$ cat config.mk
export PLATFORM = sky130hd
export DESIGN_NAME = apf_csr_responder
export DESIGN_NICKNAME = d
export VERILOG_FILES = /design/src/rtl/apf_csr_pkg.sv /design/src/rtl/apf_csr_wr_ctrl.sv /design/src/rtl/apf_csr_responder.sv
export SDC_FILE = /design/constraint.sdc
export NUM_CORES = 1
export LEC_CHECK = 0
export BUFFER_PORTS_ARGS = -buffer_cell sky130_fd_sc_hd__buf_2
export CAP_MARGIN = 20
export CORE_MARGIN = 4
export CORE_UTILIZATION = 55
export DETAILED_ROUTE_END_ITERATION = 10
export GPL_TIMING_DRIVEN = 0
export PLACE_DENSITY = 0.73
export SETUP_SLACK_MARGIN = 0.1
export SYNTH_ARGS = -nofsm -noshare
export SYNTH_HDL_FRONTEND = slang
export SYNTH_SLANG_ARGS = --single-unit
$ cat constraint.sdc
create_clock -name clk -period 2.5 [get_ports clk]
set_input_delay 0 -clock clk [delete_from_list [all_inputs] [get_ports clk]]
set_output_delay 0 -clock clk [all_outputs]
set_load 0.05 [all_outputs]
$ cat src/rtl/apf_csr_pkg.sv
// apf_csr_pkg: shared constants, FSM state types and the DFH field layout
// for the APF CSR responder.
package apf_csr_pkg;

    localparam logic [1:0] RESP_OKAY   = 2'b00;
    localparam logic [1:0] RESP_SLVERR = 2'b10;

    typedef enum logic [1:0] {
        WR_IDLE,
        WR_HAVE_AW,
        WR_HAVE_W,
        WR_RESP
    } wr_state_e;

    typedef enum logic {
        RD_IDLE,
        RD_RESP
    } rd_state_e;

    // DFH word layout, LSB first: feature id, revision, next offset, EOL, reserved, type
    localparam int DFH_ID_W   = 12;
    localparam int DFH_REV_W  = 4;
    localparam int DFH_NEXT_W = 24;
    localparam int DFH_EOL_W  = 1;
    localparam int DFH_RSVD_W = 19;
    localparam int DFH_TYPE_W = 4;
    localparam int DFH_W      = DFH_ID_W + DFH_REV_W + DFH_NEXT_W + DFH_EOL_W
                              + DFH_RSVD_W + DFH_TYPE_W;

    // Merge new bytes into an old word wherever the strobe bit is set
    function automatic logic [63:0] apply_strb(input logic [63:0] old_val,
                                               input logic [63:0] new_val,
                                               input logic [7:0]  strb);
        logic [63:0] res;
        res = old_val;
        for (int i = 0; i < 8; i++) begin
            if (strb[i]) res[8*i +: 8] = new_val[8*i +: 8];
        end
        return res;
    endfunction

endpackage

$ cat src/rtl/apf_csr_wr_ctrl.sv
// apf_csr_wr_ctrl: write-side handshake engine. Accepts AW and W in either
// order, buffers whichever half arrives first, emits a one-cycle commit
// strobe when both halves are present and then holds the B response until
// the host takes it. The register file decides the response code.
module apf_csr_wr_ctrl
    import apf_csr_pkg::*;
#(
    parameter int ADDR_W = 12
) (
    input  logic              clk,
    input  logic              rst_n,
    input  logic [ADDR_W-1:0] awaddr,
    input  logic              awvalid,
    output logic              awready,
    input  logic [63:0]       wdata,
    input  logic [7:0]        wstrb,
    input  logic              wvalid,
    output logic              wready,
    output logic [1:0]        bresp,
    output logic              bvalid,
    input  logic              bready,
    output logic              commit,
    output logic [ADDR_W-1:0] commit_addr,
    output logic [63:0]       commit_data,
    output logic [7:0]        commit_strb,
    input  logic [1:0]        commit_resp
);

    wr_state_e         state;
    logic [ADDR_W-1:0] addr_q;
    logic [63:0]       data_q;
    logic [7:0]        strb_q;
    logic              aw_hs;
    logic              w_hs;

    assign aw_hs = awvalid & awready;
    assign w_hs  = wvalid & wready;

    // Commit when the missing half lands; pick buffered vs live halves
    always_comb begin
        commit      = 1'b0;
        commit_addr = awaddr;
        commit_data = wdata;
        commit_strb = wstrb;
        case (state)
            WR_IDLE:    commit = aw_hs & w_hs;
            WR_HAVE_AW: begin
                commit      = w_hs;
                commit_addr = addr_q;
            end
            WR_HAVE_W:  begin
                commit      = aw_hs;
                commit_data = data_q;
                commit_strb = strb_q;
            end
            default:    commit = 1'b0;
        endcase
    end

    // Write FSM with registered readies and B channel
    always_ff @(posedge clk or negedge rst_n) begin
        if (!rst_n) begin
            state   <= WR_IDLE;
            awready <= 1'b0;
            wready  <= 1'b0;
            bvalid  <= 1'b0;
            bresp   <= RESP_OKAY;
            addr_q  <= '0;
            data_q  <= '0;
            strb_q  <= '0;
        end else if (commit) begin
            state   <= WR_RESP;
            awready <= 1'b0;
            wready  <= 1'b0;
            bvalid  <= 1'b1;
            bresp   <= commit_resp;
        end else begin
            case (state)
                WR_IDLE: begin
                    if (aw_hs) begin
                        addr_q  <= awaddr;
                        state   <= WR_HAVE_AW;
                        awready <= 1'b0;
                        wready  <= 1'b1;
                    end else if (w_hs) begin
                        data_q  <= wdata;
                        strb_q  <= wstrb;
                        state   <= WR_HAVE_W;
                        awready <= 1'b1;
                        wready  <= 1'b0;
                    end else begin
                        // also raises the readies on the first edge out of reset
                        awready <= 1'b1;
                        wready  <= 1'b1;
                    end
                end
                WR_RESP: begin
                    if (bready) begin
                        state   <= WR_IDLE;
                        bvalid  <= 1'b0;
                        awready <= 1'b1;
                        wready  <= 1'b1;
                    end
                end
                WR_HAVE_AW, WR_HAVE_W: ;
                default: state <= WR_IDLE;
            endcase
        end
    end

endmodule

$ cat src/rtl/apf_csr_responder.sv
// apf_csr_responder: AXI4-Lite CSR endpoint for one APF function port.
// idx 0 is the read-only DFH, idx 1 the scratchpad, idx 2..NUM_REGS-1 RW.
// Optional feature macro: APF_CSR_ERRLOG_EN adds a read-only error log at
// idx NUM_REGS (SLVERR count in [63:32], first failing address in the low
// bits, cleared by any write).
module apf_csr_responder
    import apf_csr_pkg::*;
#(
    parameter int          ADDR_W    = 12,
    parameter int          DATA_W    = 64,
    parameter int          NUM_REGS  = 8,
    parameter logic [63:0] DFH_VALUE = 64'h3000_0000_1000_0000
) (
    input  logic              clk,
    input  logic              rst_n,
    input  logic [ADDR_W-1:0] awaddr,
    input  logic [2:0]        awprot,
    input  logic              awvalid,
    output logic              awready,
    input  logic [DATA_W-1:0] wdata,
    input  logic [7:0]        wstrb,
    input  logic              wvalid,
    output logic              wready,
    output logic [1:0]        bresp,
    output logic              bvalid,
    input  logic              bready,
    input  logic [ADDR_W-1:0] araddr,
    input  logic [2:0]        arprot,
    input  logic              arvalid,
    output logic              arready,
    output logic [DATA_W-1:0] rdata,
    output logic [1:0]        rresp,
    output logic              rvalid,
    input  logic              rready
);

    if (DATA_W != 64) begin : g_bad_data_w
        $error("apf_csr_responder: DATA_W must be 64");
    end
    if (NUM_REGS < 2) begin : g_bad_num_regs
        $error("apf_csr_responder: NUM_REGS must be at least 2");
    end
    if (DFH_W != 64) begin : g_bad_dfh
        $error("apf_csr_responder: DFH field widths must total 64");
    end

    logic                   commit;
    logic [ADDR_W-1:0]      commit_addr;
    logic [63:0]            commit_data;
    logic [7:0]             commit_strb;
    logic [1:0]             commit_resp;
    logic [31:0]            wr_sel;
    logic [31:0]            rd_sel;
    logic                   wr_rw;
    logic                   wr_log;
    logic [NUM_REGS-1:1][63:0] regs;
    logic [63:0]            rd_val;
    logic [1:0]             rd_resp;
    logic [63:0]            log_val;
    logic                   ar_hs;
    rd_state_e              rd_state;
    logic                   unused_bits;

    // Protection bits and sub-word address bits carry no meaning here
    assign unused_bits = ^{awprot, arprot, araddr[2:0], commit_addr[2:0]};

    apf_csr_wr_ctrl #(.ADDR_W(ADDR_W)) u_wr_ctrl (
        .clk         (clk),
        .rst_n       (rst_n),
        .awaddr      (awaddr),
        .awvalid     (awvalid),
        .awready     (awready),
        .wdata       (wdata),
        .wstrb       (wstrb),
        .wvalid      (wvalid),
        .wready      (wready),
        .bresp       (bresp),
        .bvalid      (bvalid),
        .bready      (bready),
        .commit      (commit),
        .commit_addr (commit_addr),
        .commit_data (commit_data),
        .commit_strb (commit_strb),
        .commit_resp (commit_resp)
    );

    assign wr_sel = 32'(commit_addr[ADDR_W-1:3]);
    assign rd_sel = 32'(araddr[ADDR_W-1:3]);
    assign wr_rw  = (wr_sel >= 32'd1) && (wr_sel < 32'(NUM_REGS));
`ifdef APF_CSR_ERRLOG_EN
    assign wr_log = (wr_sel == 32'(NUM_REGS));
`else
    assign wr_log = 1'b0;
`endif
    assign commit_resp = (wr_rw || wr_log) ? RESP_OKAY : RESP_SLVERR;
    assign ar_hs       = arvalid & arready;

    // RW register file: byte-strobed update on the commit cycle
    always_ff @(posedge clk or negedge rst_n) begin
        if (!rst_n) begin
            regs <= '0;
        end else if (commit) begin
            for (int i = 1; i < NUM_REGS; i++) begin
                if (wr_sel == 32'(i)) regs[i] <= apply_strb(regs[i], commit_data, commit_strb);
            end
        end
    end

    // Read mux; sees pre-commit register values within the commit cycle
    always_comb begin
        rd_val  = '0;
        rd_resp = RESP_SLVERR;
        if (rd_sel == 32'd0) begin
            rd_val  = DFH_VALUE;
            rd_resp = RESP_OKAY;
        end
        for (int i = 1; i < NUM_REGS; i++) begin
            if (rd_sel == 32'(i)) begin
                rd_val  = regs[i];
                rd_resp = RESP_OKAY;
            end
        end
`ifdef APF_CSR_ERRLOG_EN
        if (rd_sel == 32'(NUM_REGS)) begin
            rd_val  = log_val;
            rd_resp = RESP_OKAY;
        end
`endif
    end

    // Read FSM: capture on AR handshake, hold until R handshake
    always_ff @(posedge clk or negedge rst_n) begin
        if (!rst_n) begin
            rd_state <= RD_IDLE;
            arready  <= 1'b0;
            rvalid   <= 1'b0;
            rdata    <= '0;
            rresp    <= RESP_OKAY;
        end else begin
            case (rd_state)
                RD_IDLE: begin
                    if (ar_hs) begin
                        rdata    <= rd_val;
                        rresp    <= rd_resp;
                        rvalid   <= 1'b1;
                        arready  <= 1'b0;
                        rd_state <= RD_RESP;
                    end else begin
                        arready <= 1'b1;
                    end
                end
                RD_RESP: begin
                    if (rready) begin
                        rvalid   <= 1'b0;
                        arready  <= 1'b1;
                        rd_state <= RD_IDLE;
                    end
                end
                default: rd_state <= RD_IDLE;
            endcase
        end
    end

`ifdef APF_CSR_ERRLOG_EN
    logic [31:0]       err_cnt;
    logic [ADDR_W-1:0] err_addr;
    logic              err_seen;
    logic              wr_err;
    logic              rd_err;
    logic [32:0]       err_sum;

    assign wr_err  = commit && !(wr_rw || wr_log);
    assign rd_err  = ar_hs && (rd_resp == RESP_SLVERR);
    assign err_sum = {1'b0, err_cnt} + 33'(wr_err) + 33'(rd_err);
    assign log_val = {err_cnt, 32'(err_addr)};

    // Error log: saturating SLVERR count plus first failing address
    always_ff @(posedge clk or negedge rst_n) begin
        if (!rst_n) begin
            err_cnt  <= '0;
            err_addr <= '0;
            err_seen <= 1'b0;
        end else if (commit && wr_log) begin
            // a read error landing in the clearing cycle still counts
            err_cnt  <= 32'(rd_err);
            err_seen <= rd_err;
            err_addr <= rd_err ? araddr : '0;
        end else if (wr_err || rd_err) begin
            err_cnt <= err_sum[32] ? 32'hFFFF_FFFF : err_sum[31:0];
            if (!err_seen) begin
                err_seen <= 1'b1;
                err_addr <= wr_err ? commit_addr : araddr;
            end
        end
    end
`else
    assign log_val = '0;
`endif

endmodule
# Word-level counts from Yosys, hierarchy flattened
# Index checks and enable logic that the tools add are counted.
[totals]
out_inout_bits = 73
input_bits = 109
reg_bits = 608
[op_classes]
n_bitwise = 7
n_lt_le_gt_ge = 2
reduce_logical = 69
n_mux = 46
eq_ne = 21
[op_table]
columns = ["operator", "count"]
rows = [
  ["$mux W64", 8],
  ["$reduce_and A3 Y1", 58],
  ["$eq A9 B3 Y1 const B", 8],
  ["$mux W62", 1],
  ["$eq A9 B2 Y1 const B", 4],
  ["$logic_not A32 Y1", 1],
  ["$mux W2", 13],
  ["$eq A9 B1 Y1 const B", 2],
  ["$mux W1", 15],
  ["$mux W12", 1],
  ["$pmux W1 S2", 5],
  ["$ge A9 B1 Y1 const B", 1],
  ["$lt A9 B4 Y1 const B", 1],
  ["$mux W8", 1],
  ["$reduce_and A2 Y1", 4],
  ["$and A1 B1 Y1", 4],
  ["$eq A2 B2 Y1 const B", 2],
  ["$ne A2 B2 Y1 const B", 2],
  ["$ne A4 B2 Y1 const B", 1],
  ["$pmux W2 S2", 1],
  ["$reduce_and A4 Y1", 1],
  ["$reduce_bool A2 Y1", 2],
  ["$ne A3 B3 Y1 const B", 1],
  ["$not A1 Y1", 3],
  ["other kinds (5)", 5],
]

# Longest topological paths before layout
[logic_depth]
word_depth = 9
mapped_depth = 8
mapped_depth_nobuf = 5

# Cells and area by module
# A second synthesis with hierarchy kept.
[hier_totals]
hier_cells = 2137
hier_area_um2 = 27871.7
[modules_own_cells]
columns = ["module", "seq_area_each_um2", "area_per_inst_um2", "n_inst", "cells_per_inst"]
rows = [
  ["apf_csr_responder", 12912.4, 23406.2, 1, 1833],
  ["apf_csr_wr_ctrl", 2277.2, 4465.5, 1, 304],
]

# Least setup slack after synthesis
# No wires, ideal clock.
[synth_timing]
path_type = "flip-flop to flip-flop"
startpoint = "register u_wr_ctrl.addr_q[10]"
endpoint = "register regs[128] (netlist bit)"
period_less_slack_ns = 2.708
setup_ns = 0.125
slack_ns = -0.208
t_arrival_ns = 2.583
path_buffers = 2
stages_incl_launch_ff = 8
cell_sequence = "dfrtp_1 or4_1 or4_1 buf_6 a221o_1 buf_6 nor3_4 mux2_2"
[synth_via]
elab_chain_len = 3
[synth_lines]
columns = ["element", "line_no", "rtl"]
rows = [
  ["from (decl)", "apf_csr_wr_ctrl.sv:30", "logic [ADDR_W-1:0] addr_q;"],
  ["from (signal assigned)", "apf_csr_wr_ctrl.sv:81", "addr_q <= awaddr;"],
  ["$mux W12", "apf_csr_wr_ctrl.sv:45", "case (state)"],
  ["$eq A9 B2 Y1", "apf_csr_responder.sv:104", "if (wr_sel == 32'(i)) regs[i] <= apply_strb(regs[i], commit_data, commit_strb);"],
  ["$reduce_and A3 Y1 (no line)", "n/a", ""],
  ["to (signal, indexed assignment)", "apf_csr_responder.sv:104", ""],
  ["to (decl)", "apf_csr_responder.sv:56", "logic [NUM_REGS-1:1][63:0] regs;"],
]
# No other way between the ends.
# A chain may end at the register's enable or synchronous reset.

# Final worst setup path
[layout_timing]
startpoint = "register u_wr_ctrl.addr_q[7]"
endpoint = "register regs[182] (netlist bit)"
# The elaborated chain is that of the path after synthesis.

==> out/summary.txt <==
total of flip-flops plus latches after synthesis: 603
# clock sinks: 603
final setup fails: 406
unique cell type count in the Yosys netlist: 49
clock slew seen by the registers of the worst setup and hold paths: 60 ps
# DRC: 0
Cell Area, Synth: 27500 um^2
reg2reg path depth: 8
clk root buf: sky130_fd_sc_hd__clkbuf_16
Clock Path Buffers: 3
iteration-0 DRC count of the detailed router: 1666
endpoints failing hold: 110
PD cells: 862 nW/um^2
Worst Setup End Kind: flip-flop
count of pins over their slew limit: 0
cell area after placement: 29400 um^2
number of diodes: 0
non-filler cells, final: 3261
violated checks: hold timing, setup timing
predominant post-synthesis flop cell: sky130_fd_sc_hd__dfrtp_1
Max Fclk: 0.343 GHz
type of the tightest min-delay check: primary input to asynchronous set/reset pin
row cnt: 81
number of standard cells after synthesis: 2182
minimum hold slack: -511 ps
y dimension of the die: 231 um
number of antenna violations at the first check in global routing: 0
worst slack at placement: -1110 ps
die width: 231 um
final standard cell area without fillers: 33900 um^2
sequential-to-total area share from yosys stat: 55.0%
number of search-and-repair iterations in the first detailed-routing pass: 6
share of post-route cells with drive strength above 1: 39.5%
status: complete, but fails checks
total chip power: 29200 uW
final core area utilization: 69.0%
actual slew at the worst max-slew pin: 1220 ps
number of buffers created by CTS: 66
aggregate global routing overflow: 0
worst setup path startpoint: u_wr_ctrl.addr_q[7]$_DFFE_PN0P_
skew final: 23.3 ps
number of top-level pins: 182
final critical-path required period: 2920 ps
Hold-fix buffers, CTS: 87
Worst EP arrival: 3400 ps
Max-Slew Margin vs Limit: 18.6%
Post-layout nets: 2658
wire length of the first global-routing pass: 124 mm
required time reported for the critical path endpoint: 2990 ps
startpoint of the worst-slack reg-to-reg timing path: u_wr_ctrl.addr_q[7]$_DFFE_PN0P_
core outline area: 49200 um^2
post-DR vias/cell: 6.14
total wire length: 80.2 mm
VDD IR max: 0.657 mV
number of max-capacitance violations reported: 0
min setup slack post-route: -416 ps
maximum level of the CTS H-tree: 3
start-to-end type of the worst setup path: flip-flop to flip-flop
number of buffers inserted by port buffering: 165
post-route fraction of the period consumed by the critical path: 117%
setup repair after global routing missed its margin: yes
clock tree from TritonCTS: done
Antenna Nets Post-Route: 0
Placed Cells: 3017
worst skew pair latency: 610 ps
DP HPWL: 52.6 mm
async set or reset register ratio after synthesis: 100%
die area: 53600 um^2
Starting Density: 55.9%
total routing usage reported by global routing: 29.7%
maximum number of pins on one net before global-route repair: 131
via count of the routed design: 20000
wire length per cell: 24.6 um
static leakage: 0.0166 uW
crit-path max FO: 8
area added between synthesis and finish: 23.5%
Post-synth EDFFs: 0
Worst Setup Start Kind: flip-flop
yosys warns: 0
filler cell count in the final layout: 3306
final weighted congestion in routability-driven placement: 0.875
number of global-route vias before repair: 21100
Avg Synthesized Cell Area: 12.6 um^2
==> synthesized netlist by cell type, drive strengths merged, types with 2 or more instances <==
library cell	number	area share [%]
dfrtp	603	55
mux2	589	24
nand2	245	3.6
clkbuf	109	1.5
nor2	86	1.2
a21oi	77	1.4
nor3	73	1.7
o21ai	68	1.2
a211oi	66	1.9
mux2i	66	2.4
a22o	60	1.9
o41ai	60	1.9
buf	21	0.37
nor2b	9	0.21
nand2b	7	0.16
nand3	4	0.073
a31oi	3	0.068
and3	3	0.068
inv	3	0.041
mux4	3	0.25
or4	3	0.082
nand4	2	0.046
nor3b	2	0.055
nor4	2	0.046
o211ai	2	0.055
or2	2	0.046
==> power by group <==
group          switching (uW)  internal, uW
logic                    4650          2560
registers                 850         11200
clock network            4000          5940
total                    9500         19700
==> per-stage QoR <==
step | setup TNS, ps | hold WS [ps]
2_1_floorplan | -21640 | -296
3_3_place_gp | -6816480 | 214
3_5_place_dp | -472990 | 143
4_1_cts | -144500 | -500
5_1_grt | -127150 | -444
6_report | -105320 | -511
==> flip-flops by register name (all words and copies together), names as in the netlist, 2 cells and up <==
register          count
regs                448
u_wr_ctrl.strb_q      8
u_wr_ctrl.data_q     64
u_wr_ctrl.state       2
u_wr_ctrl.addr_q      9
rdata                64
==> per-layer routing <==
| layer | GRT usage, % | part of all wire, % |
|---|---|---|
| met3 | 5.64 | 7.2 |
| met4 | 10.9 | 3.6 |
| met1 | 40.5 | 42 |
| met5 | 0 | 0 |
| met2 | 47.8 | 47 |
==> cell families (layout without fill, tap and decap cells) <==
group / count (synthesis) / in the layout / share of synthesized area (%)
other: 1 / 2 / 0.0137
AOI/OAI and AO/OA: 344 / 344 / 8.88
and+or+nand+nor: 443 / 443 / 7.44
muxes: 658 / 658 / 26.8
buffers and inverters: 133 / 547 / 1.90
DFF: 603 / 603 / 55.0
==> worst max-delay path, stage by stage, from the launching register on <==
cell,delay [ps]
sky130_fd_sc_hd__dfrtp_1,370
sky130_fd_sc_hd__or4_4,580
sky130_fd_sc_hd__or4_4,450
sky130_fd_sc_hd__buf_8,140
sky130_fd_sc_hd__a221o_1,350
sky130_fd_sc_hd__buf_12,180
sky130_fd_sc_hd__nor3_4,220
sky130_fd_sc_hd__buf_12,180
sky130_fd_sc_hd__mux2_4,300
==> worst paths after layout <==
kind	endpoint	slack, ps
min in group clk	u_wr_ctrl.bresp[1]$_DFFE_PN0P_	160
max	regs[182]$_DFFE_PN0P_	-420
min	u_wr_ctrl.data_q[59]$_DFFE_PN0P_	-510
min reg2reg	arready$_DFFE_PN0P_	480
max in group asynchronous	regs[349]$_DFFE_PN0P_	770
max reg2reg	regs[182]$_DFFE_PN0P_	-420
==> layout by cell type (no fill, tap or decap), types with 18 or more instances in the layout <==
cell,instances
sky130_fd_sc_hd__dfrtp_1,601
sky130_fd_sc_hd__mux2_2,512
sky130_fd_sc_hd__nand2_1,208
sky130_fd_sc_hd__buf_2,165
sky130_fd_sc_hd__clkbuf_1,90
sky130_fd_sc_hd__dlygate4sd3_1,87
sky130_fd_sc_hd__nor2_1,74
sky130_fd_sc_hd__mux2_4,74
sky130_fd_sc_hd__clkbuf_16,73
sky130_fd_sc_hd__a21oi_1,71
sky130_fd_sc_hd__o21ai_0,68
sky130_fd_sc_hd__mux2i_1,65
sky130_fd_sc_hd__a211oi_1,63
sky130_fd_sc_hd__nor3_1,61
sky130_fd_sc_hd__o41ai_1,60
sky130_fd_sc_hd__a22o_1,60
sky130_fd_sc_hd__nand2_8,24
sky130_fd_sc_hd__buf_12,20
sky130_fd_sc_hd__clkbuf_8,19
sky130_fd_sc_hd__clkbuf_2,18
==> layout make-up <==
type | count | area [um^2] | area share [%]
Sequential cell | 603 | 15100 | 44.5
Buffer | 129 | 577 | 1.70
Tap cell | 664 | 831 | 2.45
Multi-Input combinational cell | 1447 | 12700 | 37.5
Timing Repair Buffer | 299 | 2450 | 7.21
Inverter | 3 | 11.3 | 0.0332
Clock inverter | 17 | 124 | 0.365
Clock buffer | 99 | 2110 | 6.23
==> what timing repair did <==
item / CTS / global route
endpoints found under the hold margin: 595 / 110
pin swaps: 19 / 11
buffers inserted: 27 / 14
gates resized for setup: 112 / 115
setup endpoints to repair: 574 / 571
No activity file was read; power rests on OpenSTA's default activity.
